==> src/rtl/weight_loader_pkg.sv <==
// Shared defaults, FSM state type and small helpers for the weight slice loader.
package weight_loader_pkg;

    localparam int unsigned DEF_DATA_WIDTH      = 16;
    localparam int unsigned DEF_KERNEL_SIZE_MAX = 3;
    localparam int unsigned DEF_WADDR_WIDTH     = 8;
    localparam int unsigned DEF_KS_WIDTH        = 4;
    localparam int unsigned SLICE_W =
        DEF_KERNEL_SIZE_MAX * DEF_KERNEL_SIZE_MAX * DEF_DATA_WIDTH;

    typedef enum logic [1:0] {IDLE, FILL, WRITE, FIN} state_e;

    function automatic int unsigned lanes_used(input int unsigned ks);
        return ks * ks;
    endfunction

    function automatic logic ks_legal(input int unsigned ks, input int unsigned ksm);
        return (ks >= 1) && (ks <= ksm);
    endfunction

endpackage

==> src/rtl/weight_slice_packer.sv <==
// Lane buffer for one kernel slice: element counter, per-slice clear and optional 180-degree
// flip (WEIGHT_LOADER_FLIP_EN). packed_word already includes the beat being accepted.
module weight_slice_packer
    import weight_loader_pkg::*;
#(
    parameter  int unsigned DATA_WIDTH      = DEF_DATA_WIDTH,
    parameter  int unsigned KERNEL_SIZE_MAX = DEF_KERNEL_SIZE_MAX,
    localparam int unsigned LANES           = KERNEL_SIZE_MAX * KERNEL_SIZE_MAX,
    localparam int unsigned LEN_W           = $clog2(LANES + 1)
) (
    input  logic                        clk,
    input  logic                        rst_n,
    input  logic                        clear,
    input  logic                        beat,
    input  logic [LEN_W-1:0]            slice_len,
    input  logic [DATA_WIDTH-1:0]       data,
    output logic                        slice_full,
    output logic [LANES*DATA_WIDTH-1:0] packed_word
);

    logic [DATA_WIDTH-1:0] lanes_q [LANES];
    logic [DATA_WIDTH-1:0] lanes_d [LANES];
    logic [LEN_W-1:0]      elem_q;
    logic [LEN_W-1:0]      lane_idx;

    always_comb begin
`ifdef WEIGHT_LOADER_FLIP_EN
        lane_idx = slice_len - 1'b1 - elem_q;
`else
        lane_idx = elem_q;
`endif
        lanes_d = lanes_q;
        if (beat) begin
            lanes_d[lane_idx] = data;
        end
        slice_full  = beat && (elem_q == slice_len - 1'b1);
        packed_word = '0;
        for (int i = 0; i < LANES; i++) begin
            packed_word[i*DATA_WIDTH +: DATA_WIDTH] = lanes_d[i];
        end
    end

    always_ff @(posedge clk or negedge rst_n) begin
        if (!rst_n) begin
            elem_q <= '0;
            for (int i = 0; i < LANES; i++) begin
                lanes_q[i] <= '0;
            end
        end else if (clear || slice_full) begin
            // Completed or freshly started slice: unused lanes must read back as zero.
            elem_q <= '0;
            for (int i = 0; i < LANES; i++) begin
                lanes_q[i] <= '0;
            end
        end else begin
            if (beat) begin
                elem_q <= elem_q + 1'b1;
            end
            for (int i = 0; i < LANES; i++) begin
                lanes_q[i] <= lanes_d[i];
            end
        end
    end

endmodule

==> src/rtl/weight_slice_loader.sv <==
// Packs a float16 weight stream into ks*ks slices and writes one slice per cycle to the weight
// RAM from base_addr upward. Build option WEIGHT_LOADER_FLIP_EN stores slices rotated 180 degrees.
module weight_slice_loader
    import weight_loader_pkg::*;
#(
    parameter  int unsigned DATA_WIDTH      = DEF_DATA_WIDTH,
    parameter  int unsigned KERNEL_SIZE_MAX = DEF_KERNEL_SIZE_MAX,
    parameter  int unsigned WADDR_WIDTH     = DEF_WADDR_WIDTH,
    parameter  int unsigned KS_WIDTH        = DEF_KS_WIDTH,
    localparam int unsigned LANES           = KERNEL_SIZE_MAX * KERNEL_SIZE_MAX,
    localparam int unsigned LEN_W           = $clog2(LANES + 1)
) (
    input  logic                        clk,
    input  logic                        rst_n,
    input  logic                        start,
    input  logic [KS_WIDTH-1:0]         kernel_size,
    input  logic [WADDR_WIDTH-1:0]      base_addr,
    input  logic [WADDR_WIDTH:0]        num_slices,
    input  logic                        s_valid,
    input  logic [DATA_WIDTH-1:0]       s_data,
    output logic                        s_ready,
    output logic                        ram_ena_w,
    output logic [WADDR_WIDTH-1:0]      ram_addr_write,
    output logic [LANES*DATA_WIDTH-1:0] ram_din,
    output logic                        busy,
    output logic                        done,
    output logic                        err
);

    state_e                        state_q;
    logic [KS_WIDTH-1:0]           ks_q;
    logic [WADDR_WIDTH-1:0]        base_q;
    logic [WADDR_WIDTH:0]          n_q;
    logic [WADDR_WIDTH:0]          idx_q;
    logic                          ks_ok;
    logic                          clear;
    logic [LEN_W-1:0]              slice_len;
    logic                          slice_full;
    logic [LANES*DATA_WIDTH-1:0]   packed_word;

    assign ks_ok     = ks_legal(32'(kernel_size), KERNEL_SIZE_MAX);
    assign clear     = (state_q == IDLE) && start;
    assign slice_len = LEN_W'(lanes_used(32'(ks_q)));
    assign busy      = (state_q != IDLE);

    weight_slice_packer #(
        .DATA_WIDTH      (DATA_WIDTH),
        .KERNEL_SIZE_MAX (KERNEL_SIZE_MAX)
    ) u_packer (
        .clk         (clk),
        .rst_n       (rst_n),
        .clear       (clear),
        .beat        (s_valid && s_ready),
        .slice_len   (slice_len),
        .data        (s_data),
        .slice_full  (slice_full),
        .packed_word (packed_word)
    );

    always_ff @(posedge clk or negedge rst_n) begin
        if (!rst_n) begin
            state_q        <= IDLE;
            ks_q           <= '0;
            base_q         <= '0;
            n_q            <= '0;
            idx_q          <= '0;
            s_ready        <= 1'b0;
            ram_ena_w      <= 1'b0;
            ram_addr_write <= '0;
            ram_din        <= '0;
            done           <= 1'b0;
            err            <= 1'b0;
        end else begin
            ram_ena_w <= 1'b0;
            done      <= 1'b0;
            err       <= 1'b0;
            case (state_q)
                IDLE: begin
                    if (start) begin
                        ks_q   <= kernel_size;
                        base_q <= base_addr;
                        n_q    <= num_slices;
                        idx_q  <= '0;
                        if (num_slices == '0 || !ks_ok) begin
                            state_q <= FIN;
                            done    <= 1'b1;
                            err     <= !ks_ok;
                        end else begin
                            state_q <= FILL;
                            s_ready <= 1'b1;
                        end
                    end
                end
                FILL: begin
                    if (slice_full) begin
                        state_q        <= WRITE;
                        s_ready        <= 1'b0;
                        ram_ena_w      <= 1'b1;
                        ram_addr_write <= base_q + idx_q[WADDR_WIDTH-1:0];
                        ram_din        <= packed_word;
                    end
                end
                WRITE: begin
                    idx_q <= idx_q + 1'b1;
                    if (idx_q + 1'b1 == n_q) begin
                        state_q <= FIN;
                        done    <= 1'b1;
                    end else begin
                        state_q <= FILL;
                        s_ready <= 1'b1;
                    end
                end
                FIN: state_q <= IDLE;
                default: state_q <= IDLE;
            endcase
        end
    end

endmodule

==> config.mk <==
export PLATFORM = sky130hd
export DESIGN_NAME = weight_slice_loader
export DESIGN_NICKNAME = d
export VERILOG_FILES = /design/src/rtl/weight_loader_pkg.sv /design/src/rtl/weight_slice_packer.sv /design/src/rtl/weight_slice_loader.sv
export SDC_FILE = /design/constraint.sdc
export NUM_CORES = 1
export LEC_CHECK = 0
export ABC_AREA = 1
export ABC_CLOCK_PERIOD_IN_PS = 3800
export CAP_MARGIN = 20
export CORE_MARGIN = 5
export CORE_UTILIZATION = 37
export DETAILED_ROUTE_END_ITERATION = 8
export PLACE_DENSITY = 0.65
export SYNTH_ARGS = -nofsm -noshare
export SYNTH_HDL_FRONTEND = slang
export SYNTH_HIERARCHICAL = 1
export SYNTH_SLANG_ARGS = --single-unit
==> constraint.sdc <==
create_clock -name clk -period 3.8 [get_ports clk]
set_input_delay 0.76 -clock clk [delete_from_list [all_inputs] [get_ports clk]]
set_output_delay 0.76 -clock clk [all_outputs]
set_load 0.05 [all_outputs]
==> flow_summary.yaml, run 1 <==
run_status:
  status: "completed"
sta:
  min_period_ns: 2.75
  slew-limit-headroom_pct: 38.5
  max_freq_ghz: 0.364
  hold_viol_final: 0
  setup_viol: 0
  fin_skew_ns: 0.0292
  tightestPinTransition_ns: 0.921
  grt_setup_unrepaired: "no"
  setup_tns_ns: 0
  hold-worst-slack_ns: 0.261
  finalMaxSlewViolations: 0
  finalCritPeriodShare_pct: 72.2
synth:
  synthMuxAreaShare_pct: 0
  synth_nets: 1946
  synth_ff_type: "dfrtp_1"
  synth_area_sq_um: 14900
  synth_top_family_by_area: "simple AND/OR/NAND/NOR gates"
  yosysWarnings: 6
  postSynth.asyncResetShare_pct: 100
  synth_largest_area_cell: "dfrtp_1"
  synth_area_per_cell_sq_um: 7.88
  synthTopCellsByArea: "dfrtp_1 56%, nand2_1 18%, inv_1 8.4%"
  synth-compound-area-share_pct: 6.32
  synth_common_cells: "710 x nand2_1, 335 x dfrtp_1, 334 x inv_1"
  synth.ff_latch_count: 335
  synth_most_common_cell: "nand2_1"
  synthCells: 1891
  synth_edf_count: 0
  synth_adder_area_share_pct: 1.23
  synth-xor-area-share_pct: 0.529
  synth_cell_types: 30
  yosys.area_share.simple_pct: 24.0
  synth_top_area_share_pct: 56.3
  ys_seq_area_share_pct: 56.3
layout:
  area_delta_synth_final_pct: 24.6
  fillers: 3967
  multi_input_area_sq_um: 4800
  ff_latch_area_sq_um: 8380
  nets: 2122
  antenna_cells: 0
  drive_above_1_share_pct: 4.74
setup_path:
  path_delay_family: "buffers and inverters"
  worst_setup_path_start_kind: "flop"
  cp_slowest_stage_delay_ns: 0.81
  r2r_slack_ns: 1.39
  cp.required_ns: 3.04
  crit_slowest_cell: "clkdlybuf4s50_1"
  worstPathBufferInverterCount: 2
  r2r_end: "idx_q[0]$_DFFE_PN0P_"
  path_depth: 3
  crit_end: "busy"
  worst_setup_path_end_kind: "output port"
  crit_chain: "nor2_1, inv_1, clkdlybuf4s50_1"
  worstPathArrival_ns: 1.99
  crit_start: "state_q[1]$_DFFE_PN0P_"
  timing.rr.start: "state_q[1]$_DFFE_PN0P_"
  reg2reg_depth: 8
  critPathKind: "reg -> out"
  crit_fanout: 6
clock_tree:
  hold_buffers: 0
  cts_root_buf: "clkbuf_16"
  postCtsSetupRepairBufs: 0
  tritoncts: "built"
  cts_resized: 0
  htree_num_levels: 2
  insertion_delay_ns: 0.54
  clkSinkCount: 335
  cts_inserted_buffers: 38
  cts.clk_slew.worst_paths_ns: 0.06
  clock_path_buffers: 3
power_and_ir_drop:
  totalPowerFinal_mw: 13.8
  p_clk_share_pct: 25.8
  leakage_nw: 11.0
  swShare_pct: 39.9
  switching_power_mw: 5.50
  peakVddDrop_v: 0.000386
  comb_power_share_pct: 37.6
  p_per_area_nw_per_um2: 743
  internal-power_mw: 8.30
  seqPwrFrac_pct: 36.6
global_routing:
  grt_pass1_wl_um: 62500
  grt_usage_pct: 17.7
  antenna_found_initial: 1
  grt_pass1_vias: 11500
  grt_max_degree: 158
  grt_remaining_overflow: 0
detailed_routing:
  via_per_inst: 4.52
  routedWlPerCell_um: 15.1
  drt_iter0_drc: 726
  drt_first_pass_iters: 6
  num_vias: 11800
  drcViolationCount: 0
  drt-total-wl_um: 39400
  final_antenna_net_count: 0
place:
  numPortBuffers: 197
  dp_hpwl_um: 25000
  gp_congestion: 0.843
die:
  io_pins: 198
  die-area_sq_um: 44400
  die_y_um: 211
  rows: 73
  chipWidth_um: 211
  start_util_pct: 37.4
  core-area_sq_um: 39800
min_path:
  hp-class: "in -> async"
flow_run:
  drv_cap: 0
## kinds of logic after synthesis
group           count (synthesis)
simple gates                  925
buf+inv                       421
compound gates                186
xor+xnor                        9
fa+ha+maj                      14
flops                         335
other cells                     1
## registers in the layout (all words and copies together) (netlist names)
register	cells
base_q	8
done	1
err	1
idx_q	9
ks_q	3
n_q	9
ram_addr_write	8
ram_din	144
ram_ena_w	1
s_ready	1
state_q	2
u_packer/elem_q	4
u_packer/lanes_q	144
## per-stage QoR
step | instance area [sq um] | util [%] | worst slack [ns] | std cells
final | 18600 | 46.6 | 1.05 | 2613
after detailed placement | 17400 | 43.6 | 0.731 | 2552
after global routing | 18600 | 46.6 | 0.943 | 2613
after floorplan | 14900 | - | 1.72 | 1891
after global placement | 17400 | 43.6 | 0.724 | 2552
after CTS | 18600 | 46.6 | 1.02 | 2613
## metal layers
metal / vias to the layer above / global-route usage [%] / wire (um)
met2: 272 / 29.1 / 18500
met1: 5559 / 23.7 / 17500
met5: - / 0 / 0
met3: 59 / 4.50 / 2690
met4: 0 / 4.47 / 812
li1: 5933 / - / -
## power by group through the flow
stage / registers (mW) / clock network [mW] / logic [mW]
finish: 5.05 / 3.56 / 5.19
floorplan: 6.42 / 0 / 2.27
global route: 5.16 / 3.81 / 5.73
detailed placement: 5.11 / 0 / 5.21
global placement: 5.08 / 0 / 5.12
CTS: 5.06 / 3.68 / 5.24
## cells in the final DEF, fill, tap and decap left out, types with 2 or more instances in the layout
cell	count
a21oi_1	8
buf_12	9
buf_4	12
bufinv_16	2
clkbuf_1	5
clkbuf_16	38
clkbuf_8	8
clkdlybuf4s50_1	196
clkinv_2	4
dfrtp_1	335
ha_1	13
inv_1	334
inv_2	4
inv_6	2
nand2_1	710
nand2_2	4
nand3_1	19
nand3b_1	2
nand4_1	5
nor2_1	171
nor2_2	6
nor2_4	2
o21ai_0	159
o21ai_1	12
o22ai_1	6
xnor2_1	3
xor2_1	6
## worst min path at each step
stage / slack, ns / endpoint / startpoint
after global placement: 0.46 / ram_din[130]$_DFFE_PN0P_ / ram_din[130]$_DFFE_PN0P_
after global routing: 0.30 / ram_din[123]$_DFFE_PN0P_ / rst_n
final: 0.26 / ram_din[123]$_DFFE_PN0P_ / rst_n
after detailed placement: 0.46 / ram_din[127]$_DFFE_PN0P_ / ram_din[127]$_DFFE_PN0P_
after floorplan: 0.45 / base_q[0]$_DFFE_PN0P_ / base_q[0]$_DFFE_PN0P_
after CTS: 0.29 / ram_din[123]$_DFFE_PN0P_ / rst_n
## cell type report
type	instances	area share [%]
multi-input cells	1135	25.9
clock inverters	10	0.654
well taps	525	3.54
repair buffers	218	12.1
flip-flops and latches	335	45.2
clock buffers	51	5.82
inverters	339	6.87
(Power assumes the default switching activity.)
==> inputs of run 2 (changes only) <==
- ABC_CLOCK_PERIOD_IN_PS: 3800 -> 2400
- PLACE_DENSITY: 0.65 -> 0.68
- clock period: 3.8 -> 2.4 ns (I/O delays scaled with it)
==> run 2 against run 1 <==
  * Routed wire length up 0.74%
  * Worst setup slack worse by 0.92 ns
  * Clock skew down 0.020 ns
  * Sequential share of layout area down 1.0 points
  * Clock power up 67%
  * Largest cell class unchanged
  * Highest routed layer unchanged
==> flow_summary.yaml, run 2 (synthesis gave the netlist of run 1 again) <==
setup_path:
  reg2reg_depth: 13
  r2r_slack_ns: 0.19
  path_delay_family: "buffers and inverters"
  critPathKind: "reg -> out"
  worst_setup_path_start_kind: "flop"
  crit_slowest_cell: "clkdlybuf4s50_1"
  worst_setup_path_end_kind: "output port"
  worstPathArrival_ns: 1.78
  crit_fanout: 2
  timing.rr.start: "ks_q[0]$_DFFE_PN0P_"
  cp_slowest_stage_delay_ns: 0.83
  worstPathBufferInverterCount: 1
  crit_chain: "clkdlybuf4s50_1"
  cp.required_ns: 1.92
  r2r_end: "ram_din[50]$_DFFE_PN0P_"
  crit_start: "ram_din[141]$_DFFE_PN0P_"
clock_tree:
  tritoncts: "built"
  htree_num_levels: 2
  postCtsSetupRepairBufs: 0
  cts_inserted_buffers: 38
  cts.clk_slew.worst_paths_ns: 0.06
  cts_root_buf: "clkbuf_16"
  clock_path_buffers: 3
  clkSinkCount: 335
  insertion_delay_ns: 0.54
place:
  gp_congestion: 0.833
  dpl_worst_slack_ns: -0.0790
  dpl_cell_area_sq_um: 17700
  placed_cells: 2578
  numPortBuffers: 197
  dp_hpwl_um: 26400
sta:
  min_period_ns: 2.26
  setup_viol: 0
  tightestPinTransition_ns: 0.777
  finalMaxSlewViolations: 0
  setup_tns_ns: 0
  slew-limit-headroom_pct: 48.1
  hold-worst-slack_ns: 0.479
  finalCritPeriodShare_pct: 94.3
  max_freq_ghz: 0.442
  hold_viol_final: 0
  grt_setup_unrepaired: "no"
  final.setup.worst_slack_ns: 0.138
  fin_skew_ns: 0.00914
power_and_ir_drop:
  leakage_nw: 11.2
  totalPowerFinal_mw: 22.4
  peakVddDrop_v: 0.000588
  p_per_area_nw_per_um2: 1180
min_path:
  holdPathStages: 2
  hp-class: "reg -> reg"
  holdPathEnd: "ram_din[38]$_DFFE_PN0P_"
  worstHoldStart: "ram_din[38]$_DFFE_PN0P_"
run_status:
  status: "completed"
detailed_routing:
  via_per_inst: 4.52
  wl_met3_um: 2350
  drt_first_pass_iters: 5
  drt-total-wl_um: 39700
  drcViolationCount: 0
  met1_length_um: 17700
  routed.top_layer: "met4"
  routedWlPerCell_um: 15.0
  num_vias: 12000
  final_antenna_net_count: 0
  drt_iter0_drc: 944
  wl_met2_um: 18600
layout:
  area_delta_synth_final_pct: 27.6
  mostFrequentLayoutCells: "710 x nand2_1, 334 x inv_1, 334 x dfrtp_1"
  antenna_cells: 0
  fin_area_sq_um: 19000
  layout_commonest_cell: "nand2_1"
  reg_top3: "ram_din x144, u_packer/lanes_q x144"
  instances_no_fill: 2644
  drive_above_1_share_pct: 6.18
  utilization_pct: 47.7
  fillers: 3871
  nets: 2149
global_routing:
  antenna_found_initial: 1
  grt_max_degree: 109
  grt_pass1_wl_um: 62800
  grt_usage_pct: 17.7
  grt_pass1_vias: 11600
  grt_remaining_overflow: 0
die:
  die-area_sq_um: 44400
  start_util_pct: 37.4
  die_y_um: 211
  chipWidth_um: 211
  rows: 73
  io_pins: 198
  core-area_sq_um: 39800
flow_run:
  drv_cap: 0
==> run 2: metal layers <==
metal	up-vias	GRT usage [%]
met4	0	5.16
li1	5968	-
met5	-	0
met2	312	28.9
met3	60	3.65
met1	5617	24.1
==> run 2: cell type report <==
cell class                      count  area (sq um)  area share [%]
Timing Repair Buffer              245          2610            13.7
Clock inverter                     15           191            1.01
Tap cell                          525           657            3.46
Clock buffer                       50          1090            5.72
Inverter                          339          1270            6.71
Sequential cell                   335          8380            44.1
Multi-Input combinational cell   1135          4800            25.3
==> run 2: what timing repair did <==
action,in CTS,in global routing
endpoints found under the setup margin,1,1
hold endpoints to repair,54,0
pin swaps,0,0
hold buffers,1,0
gates resized for setup,1,2
==> run 2: worst max path at each step <==
stage               slack [ns]  cells past startpoint                            end
detailed placement       -0.08                     14        ram_din[36]$_DFFE_PN0P_
global route              0.04                     14  ram_addr_write[3]$_DFFE_PN0P_
CTS                       0.08                      1                   ram_din[141]
global placement         -0.05                     14        ram_din[39]$_DFFE_PN0P_
floorplan                 0.41                     14        ram_din[61]$_DFFE_PN0P_
finish                    0.14                      1                   ram_din[141]
==> run 2: report_power, final <==
part           internal [mW]  switching [mW]  total (mW)
clock network           3.62            2.33        5.95
registers               7.17           0.817        7.99
logic                   2.78            5.68        8.46
total                   13.6            8.82        22.4
